**config.mk**
```make
export PLATFORM = sky130hd
export DESIGN_NAME = conv1d_stream_engine
export DESIGN_NICKNAME = d
export VERILOG_FILES = /design/src/rtl/conv1d_stream_engine.sv
export SDC_FILE = /design/constraint.sdc
export NUM_CORES = 2
export LEC_CHECK = 0
export BUFFER_PORTS_ARGS = -buffer_cell sky130_fd_sc_hd__buf_2
export CAP_MARGIN = 20
export CORE_UTILIZATION = 60
export CTS_CLUSTER_DIAMETER = 30
export DETAILED_ROUTE_END_ITERATION = 10
export GPL_TIMING_DRIVEN = 0
export PLACE_DENSITY = 0.88
export RECOVER_POWER = 100
export SLEW_MARGIN = 10
export SYNTH_ARGS = -nofsm -noshare
export SYNTH_HDL_FRONTEND = slang
export SYNTH_SLANG_ARGS = --single-unit
```
**constraint.sdc**
```tcl
create_clock -name clk -period 8.4 [get_ports clk]
set_clock_uncertainty 0.05 [all_clocks]
set_input_delay 2.52 -clock clk [delete_from_list [all_inputs] [get_ports clk]]
set_output_delay 2.52 -clock clk [all_outputs]
set_load 0.1 [all_outputs]
```
**src/rtl/conv1d_stream_engine.sv**
```systemverilog
// Streaming 1-D convolution of one pixel row with a KSIZE-tap signed kernel.
// Two-stage pipeline (tap products, then adder tree) with valid/ready output and global stall.
module conv1d_stream_engine #(
  parameter int N_PIX = 32,
  parameter int KSIZE = 3,
  parameter int PIX_W = 8,
  parameter int W_W   = 8,
  localparam int ACC_W = PIX_W + W_W + $clog2(KSIZE),
  localparam int IDX_W = $clog2(N_PIX)
) (
  input  logic                    clk,
  input  logic                    rst_n,
  input  logic                    start,
  input  logic                    pad_mode,
  input  logic                    relu_en,
  input  logic [N_PIX*PIX_W-1:0]  pixel_row_data,
  input  logic [KSIZE*W_W-1:0]    kernel_data,
  output logic                    busy,
  output logic                    out_valid,
  input  logic                    out_ready,
  output logic signed [ACC_W-1:0] out_data,
  output logic [IDX_W-1:0]        out_index,
  output logic                    out_last,
  output logic                    done_signal
);

  localparam int CNT_W  = IDX_W + 1;
  localparam int PROD_W = PIX_W + W_W + 1;
  localparam int HALF   = (KSIZE - 1) / 2;
  localparam logic [CNT_W-1:0] M_VALID = CNT_W'(N_PIX - KSIZE + 1);
  localparam logic [CNT_W-1:0] M_SAME  = CNT_W'(N_PIX);

  if ((KSIZE % 2) == 0 || KSIZE < 3 || KSIZE > 7 || KSIZE > N_PIX) begin : g_bad_params
    $error("conv1d_stream_engine: KSIZE must be odd, 3..7 and <= N_PIX");
  end

  typedef enum logic [1:0] {IDLE, LOAD, RUN, DONE} state_t;

  state_t                          state_reg, state_next;
  logic [N_PIX*PIX_W-1:0]          row_reg;
  logic [KSIZE*W_W-1:0]            kern_reg;
  logic                            pad_reg, relu_reg;
  logic [CNT_W-1:0]                issue_cnt_reg;
  logic [CNT_W-1:0]                m_count;
  logic                            s1_valid_reg, s1_last_reg;
  logic [IDX_W-1:0]                s1_idx_reg;
  logic [KSIZE-1:0][PROD_W-1:0]    prod_next, prod_reg;
  logic signed [ACC_W-1:0]         acc;
  logic                            out_valid_reg, out_last_reg;
  logic signed [ACC_W-1:0]         out_data_reg;
  logic [IDX_W-1:0]                out_index_reg;
  logic                            advance, issue_en, capture;
  int                              shift;

  assign capture  = (state_reg == IDLE) && start;
  assign m_count  = pad_reg ? M_SAME : M_VALID;
  // Every stage moves together; a held result freezes the whole pipe.
  assign advance  = !out_valid_reg || out_ready;
  assign issue_en = (state_reg == RUN) && (issue_cnt_reg < m_count);

  always_comb begin
    shift = 0;
    if (pad_reg) shift = HALF;
  end

  always_ff @(posedge clk or negedge rst_n) begin
    if (!rst_n) state_reg <= IDLE;
    else        state_reg <= state_next;
  end

  always_comb begin
    state_next  = state_reg;
    busy        = 1'b0;
    done_signal = 1'b0;
    case (state_reg)
      IDLE: if (start) state_next = LOAD;
      LOAD: begin
        busy       = 1'b1;
        state_next = RUN;
      end
      RUN: begin
        busy = 1'b1;
        if (out_valid_reg && out_ready && out_last_reg) state_next = DONE;
      end
      DONE: begin
        busy        = 1'b1;
        done_signal = 1'b1;
        state_next  = IDLE;
      end
      default: state_next = IDLE;
    endcase
  end

  always_ff @(posedge clk or negedge rst_n) begin
    if (!rst_n) begin
      row_reg  <= '0;
      kern_reg <= '0;
      pad_reg  <= 1'b0;
      relu_reg <= 1'b0;
    end else if (capture) begin
      row_reg  <= pixel_row_data;
      kern_reg <= kernel_data;
      pad_reg  <= pad_mode;
      relu_reg <= relu_en;
    end
  end

  always_ff @(posedge clk or negedge rst_n) begin
    if (!rst_n)                    issue_cnt_reg <= '0;
    else if (capture)              issue_cnt_reg <= '0;
    else if (issue_en && advance)  issue_cnt_reg <= issue_cnt_reg + CNT_W'(1);
  end

  genvar gi;
  for (gi = 0; gi < KSIZE; gi++) begin : g_tap
    logic [PIX_W-1:0]         tap_pix;
    logic signed [PROD_W-1:0] w_ext, p_ext;

    // Position j+gi-shift; anything outside the row never matches and reads as zero.
    always_comb begin
      tap_pix = '0;
      for (int i = 0; i < N_PIX; i++) begin
        if (i + shift == int'(issue_cnt_reg) + gi) tap_pix = row_reg[i*PIX_W +: PIX_W];
      end
    end

    assign w_ext         = PROD_W'(signed'(kern_reg[gi*W_W +: W_W]));
    assign p_ext         = {{(W_W + 1){1'b0}}, tap_pix};
    assign prod_next[gi] = w_ext * p_ext;
  end

  always_ff @(posedge clk or negedge rst_n) begin
    if (!rst_n) begin
      s1_valid_reg <= 1'b0;
      s1_idx_reg   <= '0;
      s1_last_reg  <= 1'b0;
      prod_reg     <= '0;
    end else if (advance) begin
      s1_valid_reg <= issue_en;
      s1_idx_reg   <= issue_cnt_reg[IDX_W-1:0];
      s1_last_reg  <= (issue_cnt_reg == m_count - CNT_W'(1));
      prod_reg     <= prod_next;
    end
  end

  always_comb begin
    acc = '0;
    for (int k = 0; k < KSIZE; k++) acc = acc + ACC_W'($signed(prod_reg[k]));
  end

  always_ff @(posedge clk or negedge rst_n) begin
    if (!rst_n) begin
      out_valid_reg <= 1'b0;
      out_last_reg  <= 1'b0;
      out_data_reg  <= '0;
      out_index_reg <= '0;
    end else if (advance) begin
      out_valid_reg <= s1_valid_reg;
      out_last_reg  <= s1_valid_reg && s1_last_reg;
      if (s1_valid_reg) begin
        out_data_reg  <= (relu_reg && acc[ACC_W-1]) ? '0 : acc;
        out_index_reg <= s1_idx_reg;
      end
    end
  end

  assign out_valid = out_valid_reg;
  assign out_last  = out_last_reg;
  assign out_data  = out_data_reg;
  assign out_index = out_index_reg;

endmodule

```
==> impl_metrics.xml, run 1 <==
<?xml version="1.0" encoding="UTF-8"?>
<metrics>
  <group name="synthesis">
    <metric name="synth_top_area_share" unit="%">30.4</metric>
    <metric name="yosys_register_bits" unit="">373</metric>
    <metric name="synth_edf_count" unit="">0</metric>
    <metric name="syn-mean-instance-area" unit="sq um">9.44</metric>
    <metric name="postSynth.asyncResetShare" unit="%">100</metric>
    <metric name="yosysUniqueCellTypes" unit="">116</metric>
    <metric name="postSynthNetCount" unit="">3827</metric>
    <metric name="synth.cell_area" unit="sq mm">0.0308</metric>
    <metric name="post-synth-top-count-cell" unit="">dfrtp_1</metric>
    <metric name="synth_largest_area_cell" unit="">dfrtp_1</metric>
    <metric name="post_synth_inst_count" unit="">3256</metric>
    <metric name="yosys-top-cells-area" unit="">dfrtp_1 30%, mux2_2 9.7%, fa_1 8.4%, ha_1 6.3%, nand2_1 3.4%</metric>
    <metric name="synth_seq_area_share" unit="%">30.4</metric>
    <metric name="ys_warn_count" unit="">0</metric>
    <metric name="primary_ff_master_synth" unit="">dfrtp_1</metric>
    <metric name="post_synth_most_frequent_cells" unit="">373 x dfrtp_1, 277 x nand2_1, 266 x mux2_2</metric>
  </group>
  <group name="placed_design">
    <metric name="cell_area_reported_after_detailed_placement" unit="sq mm">0.0335</metric>
    <metric name="place.gp.congestion" unit="">1.31</metric>
    <metric name="portBuffers" unit="">312</metric>
    <metric name="place.detailed.hpwl" unit="microns">130000</metric>
  </group>
  <group name="floorplanning">
    <metric name="rows" unit="">82</metric>
    <metric name="top_level_ports" unit="">313</metric>
    <metric name="chipWidth" unit="microns">228</metric>
    <metric name="initial_util" unit="%">61.0</metric>
    <metric name="die_h" unit="microns">228</metric>
  </group>
  <group name="clocking">
    <metric name="clkSinkCount" unit="">373</metric>
    <metric name="h_tree_level_count" unit="">3</metric>
    <metric name="cts_max_path_buffers" unit="">3</metric>
    <metric name="cts-buffers-inserted" unit="">75</metric>
    <metric name="clock-root-buffer" unit="">clkbuf_16</metric>
  </group>
  <group name="global_routing">
    <metric name="grtUsageTotal" unit="%">79.7</metric>
    <metric name="grt_start_max_net_pins" unit="">113</metric>
    <metric name="grt_pass1_wl" unit="microns">297000</metric>
    <metric name="first_global_vias" unit="">40402</metric>
    <metric name="grt_overflow" unit="">10</metric>
  </group>
  <group name="run_status">
    <metric name="last-stage-reached" unit="">5_1_grt</metric>
    <metric name="status" unit="">aborted with a tool error</metric>
    <metric name="tool.error" unit="">[ERROR GRT-0116] Global routing finished with congestion. Check the congestion regions in the DRC Viewer.</metric>
  </group>
</metrics>
cells by family after synthesis:
| group | Yosys count | synth area share [%] |
|---|---|---|
| compound gates | 892 | 20.5 |
| xor+xnor | 64 | 2.08 |
| fa+ha+maj | 286 | 14.8 |
| buf+inv | 403 | 5.55 |
| flops | 373 | 30.4 |
| mux | 304 | 11.0 |
| simple gates | 934 | 15.7 |
stage by stage:
stage               hold WS [ns]  utilization [%]  TNS (ns)  setup WS (ns)  std cells
floorplan                  0.385                -         0          0.907       3256
global placement           0.401             65.8   -833.21          -3.26       4240
detailed placement         0.434             66.5    -56.06          -2.87       4261
CTS                        0.460             73.9         0        0.00350       4438
layer usage:
layer	track usage [%]	overflow
met1	81.1	0
met2	93.7	4
met3	67.2	0
met4	75.5	6
met5	39.2	0
what timing repair did:
action                                  4_1_cts
endpoints found under the hold margin         0
cloned                                        0
endpoints found under the setup margin       37
resized for setup                           171
hold buffers                                  0
pin swaps                                    32
setup buffers                                39
==> inputs of run 2 (changes only) <==
--- a/config.mk
+++ b/config.mk
@@ -7,11 +7,10 @@
 export LEC_CHECK = 0
 export BUFFER_PORTS_ARGS = -buffer_cell sky130_fd_sc_hd__buf_2
 export CAP_MARGIN = 20
-export CORE_UTILIZATION = 60
-export CTS_CLUSTER_DIAMETER = 30
+export CORE_UTILIZATION = 40
 export DETAILED_ROUTE_END_ITERATION = 10
 export GPL_TIMING_DRIVEN = 0
-export PLACE_DENSITY = 0.88
+export PLACE_DENSITY_LB_ADDON = 0.15
 export RECOVER_POWER = 100
 export SLEW_MARGIN = 10
 export SYNTH_ARGS = -nofsm -noshare
==> impl_metrics.xml, run 2 <==
<?xml version="1.0" encoding="UTF-8"?>
<metrics>
  <group name="global_routing">
    <metric name="grt_start_max_net_pins" unit="">107</metric>
    <metric name="first_global_vias" unit="">30896</metric>
    <metric name="antenna_found_initial" unit="">10</metric>
    <metric name="grt_overflow" unit="">0</metric>
    <metric name="grt_pass1_wl" unit="microns">242000</metric>
    <metric name="grtUsageTotal" unit="%">44.4</metric>
  </group>
  <group name="synthesis">
    <metric name="post_synth_most_frequent_cells" unit="">373 x dfrtp_1, 277 x nand2_1, 266 x mux2_2</metric>
    <metric name="post_synth_inst_count" unit="">3256</metric>
    <metric name="syn-mean-instance-area" unit="sq um">9.44</metric>
    <metric name="synth.cell_area" unit="sq mm">0.0308</metric>
    <metric name="yosysUniqueCellTypes" unit="">116</metric>
    <metric name="yosys_register_bits" unit="">373</metric>
    <metric name="synth_largest_area_cell" unit="">dfrtp_1</metric>
    <metric name="synth_seq_area_share" unit="%">30.4</metric>
    <metric name="post-synth-top-count-cell" unit="">dfrtp_1</metric>
    <metric name="yosys-top-cells-area" unit="">dfrtp_1 30%, mux2_2 9.7%, fa_1 8.4%, ha_1 6.3%, nand2_1 3.4%</metric>
    <metric name="postSynthNetCount" unit="">3827</metric>
    <metric name="synth_top_area_share" unit="%">30.4</metric>
    <metric name="synth_edf_count" unit="">0</metric>
    <metric name="ys_warn_count" unit="">0</metric>
    <metric name="primary_ff_master_synth" unit="">dfrtp_1</metric>
    <metric name="postSynth.asyncResetShare" unit="%">100</metric>
  </group>
  <group name="drt">
    <metric name="drt_first_iter_violations" unit="">4171</metric>
    <metric name="wl_per_cell" unit="microns">37.0</metric>
    <metric name="remaining_drc_errors" unit="">0</metric>
    <metric name="total_via_count_in_the_routed_design" unit="">31509</metric>
    <metric name="route.antenna.remaining_nets" unit="">0</metric>
    <metric name="firstDrtPassIters" unit="">9</metric>
    <metric name="routed_via_density" unit="">6.63</metric>
    <metric name="routed_wl" unit="microns">176000</metric>
  </group>
  <group name="floorplanning">
    <metric name="initial_util" unit="%">40.5</metric>
    <metric name="dieArea" unit="sq mm">0.0780</metric>
    <metric name="rows" unit="">101</metric>
    <metric name="top_level_ports" unit="">313</metric>
    <metric name="core_region_area" unit="sq mm">0.0759</metric>
    <metric name="chipWidth" unit="microns">279</metric>
    <metric name="die_h" unit="microns">279</metric>
  </group>
  <group name="clocking">
    <metric name="clk_latency" unit="ns">0.63</metric>
    <metric name="cts_max_path_buffers" unit="">3</metric>
    <metric name="cts-buffers-inserted" unit="">44</metric>
    <metric name="h_tree_level_count" unit="">2</metric>
    <metric name="tritoncts" unit="">built</metric>
    <metric name="clkSinkCount" unit="">373</metric>
    <metric name="clock-root-buffer" unit="">clkbuf_16</metric>
    <metric name="cts.hold.buffers_added" unit="">0</metric>
    <metric name="clkTransAtPathRegs" unit="ns">0.06</metric>
  </group>
  <group name="timing">
    <metric name="unrepaired_setup_endpoints_after_global_routing" unit="">yes</metric>
    <metric name="final_hold_slack" unit="ns">0.430</metric>
    <metric name="slew-limit-headroom" unit="%">-216</metric>
    <metric name="worst_slack" unit="ns">-0.0955</metric>
    <metric name="max_fclk" unit="MHz">118</metric>
    <metric name="final_period_minus_worst_setup_slack" unit="ns">8.50</metric>
    <metric name="report.final.hold_viol_count" unit="">0</metric>
    <metric name="layout_worst_path_cycle_share" unit="%">101</metric>
    <metric name="setup_viol" unit="">2</metric>
    <metric name="timing_worst_slew_pin_value" unit="ns">4.74</metric>
    <metric name="final-max-slew-violation-count" unit="">145</metric>
  </group>
  <group name="setup_path">
    <metric name="critical_path_class" unit="">reg2reg</metric>
    <metric name="arrival" unit="ns">8.98</metric>
    <metric name="critical_path.startpoint_type" unit="">flop</metric>
    <metric name="crit_required" unit="ns">8.88</metric>
    <metric name="timing.critical_path.fanout_max" unit="">10</metric>
    <metric name="worst_setup_path_end_kind" unit="">flop</metric>
    <metric name="timing.critical_path.slowest_stage_cell" unit="">nor2_2</metric>
    <metric name="crit_path_max_incr_delay" unit="ns">0.91</metric>
    <metric name="critical_path.cell_chain" unit="">buf_6, xor2_2, clkbuf_4, nor2_2, buf_2, nand3_1, o2bb2ai_1, o211ai_1, a21oi_4, nor2_1, fa_1, fa_1, inv_1, fa_1, fa_1, inv_1, ha_1, o21ai_2, a21boi_2, o211ai_1, a21oi_2, nor4_2, or3_1, a31oi_1</metric>
    <metric name="critical_path.most_common_cell" unit="">fa_1</metric>
  </group>
  <group name="finish">
    <metric name="final_nets" unit="">4252</metric>
    <metric name="final_layout_size_suffix_gt1_share" unit="%">26.7</metric>
    <metric name="flip_flop_count_of_the_largest_register_all_copies_and_words_added" unit="">256</metric>
    <metric name="areaGrowthSynthToFinish" unit="%">20.1</metric>
    <metric name="mostFrequentLayoutCell" unit="">dfrtp_1</metric>
    <metric name="final_std_cell_area_no_fill" unit="sq mm">0.0369</metric>
    <metric name="most_used_cells_in_the_layout_excluding_fill_and_tap_cells" unit="">372 x dfrtp_1, 329 x buf_2, 273 x nand2_1, 264 x mux2_2, 211 x inv_1</metric>
  </group>
  <group name="worst_hold_path">
    <metric name="min-delay-path-class" unit="">reg2reg</metric>
  </group>
  <group name="placed_design">
    <metric name="place.gp.congestion" unit="">1.13</metric>
    <metric name="portBuffers" unit="">312</metric>
    <metric name="place.detailed.hpwl" unit="microns">140000</metric>
    <metric name="cell_area_reported_after_detailed_placement" unit="sq mm">0.0341</metric>
    <metric name="place_worst_setup_slack" unit="ns">-3.38</metric>
  </group>
  <group name="run_status">
    <metric name="violations" unit="">max-capacitance violations, max-slew violations, negative setup slack</metric>
    <metric name="status" unit="">finished, violations left</metric>
  </group>
  <group name="flow_run">
    <metric name="count_of_maximum_capacitance_violations" unit="">1</metric>
  </group>
</metrics>
-- run 2: per-layer routing --
| metal | GRT usage (%) | wire length (microns) |
|---|---|---|
| met5 | 0.750 | 60 |
| met2 | 65.3 | 73800 |
| met3 | 16.4 | 21700 |
| met4 | 27.9 | 13500 |
| met1 | 54.9 | 66900 |
-- run 2: cells by family (layout without fill, tap and decap cells) --
logic type	count (synthesis)	after routing	synth area share, %
DFF	373	373	30.4
xor gates and xnor gates	64	64	2.08
and+or+nand+nor	934	934	15.7
adders and majority gates	286	286	14.8
buffers and inverters	403	862	5.55
other	0	6	0
AOI/OAI and AO/OA	892	892	20.5
muxes	304	304	11.0
-- run 2: path summary, 6_finish.rpt --
kind / start / end / slack, ns / depth (start not counted)
worst max-delay path: issue_cnt_reg[0] / prod_reg[50] / -0.1 / 24
worst min-delay path: s1_idx_reg[4] / s1_idx_reg[4] / 0.43 / 2
worst max register to register: issue_cnt_reg[0] / prod_reg[50] / -0.1 / 24
worst min register to register: s1_idx_reg[4] / s1_idx_reg[4] / 0.43 / 2
max in group asynchronous: rst_n / row_reg[169] / 1.08 / 2
min in group asynchronous: rst_n / prod_reg[14] / 3.58 / 1
-- run 2: cell type report --
| class | count | area [sq um] |
|---|---|---|
| sequential | 373 | 9340 |
| multi-input combinational | 2480 | 20700 |
| antenna | 6 | 15.0 |
| clock buffer | 55 | 1210 |
| tap | 1030 | 1290 |
| buffer | 184 | 1080 |
| clock inverter | 25 | 294 |
| timing repair buffer | 382 | 2170 |
| inverter | 216 | 822 |
| fill | 7361 | 39000 |
-- run 2: per-stage QoR --
step,util (%),std cells,TNS (ns)
floorplan,-,3256,0
global placement,44.2,4598,-1137.87
detailed placement,44.9,4628,-70.79
CTS,48.0,4728,0
global route,48.6,4745,-0.111
finish,48.6,4751,-0.164
-- run 2: timing repair --
action,4_1_cts,5_1_grt
resized for setup,157,99
gates cloned,0,0
endpoints found under the setup margin,36,16
buffers inserted,23,16
pin swaps,28,32
-- run 2: critical path, delay by kind of cell, from the launching register on --
kind,cells,cell delay (ns)
buffers and inverters,5,1.32
AO/OA/AOI/OAI,8,2.09
flip-flops,1,0.53
adder cells (fa/ha/maj),5,2.31
AND/OR/NAND/NOR,5,1.94
XOR/XNOR,1,0.17
Power of run 2 is not shown: default switching activity piles up to over one toggle a cycle in this logic, so the estimate is an artifact.
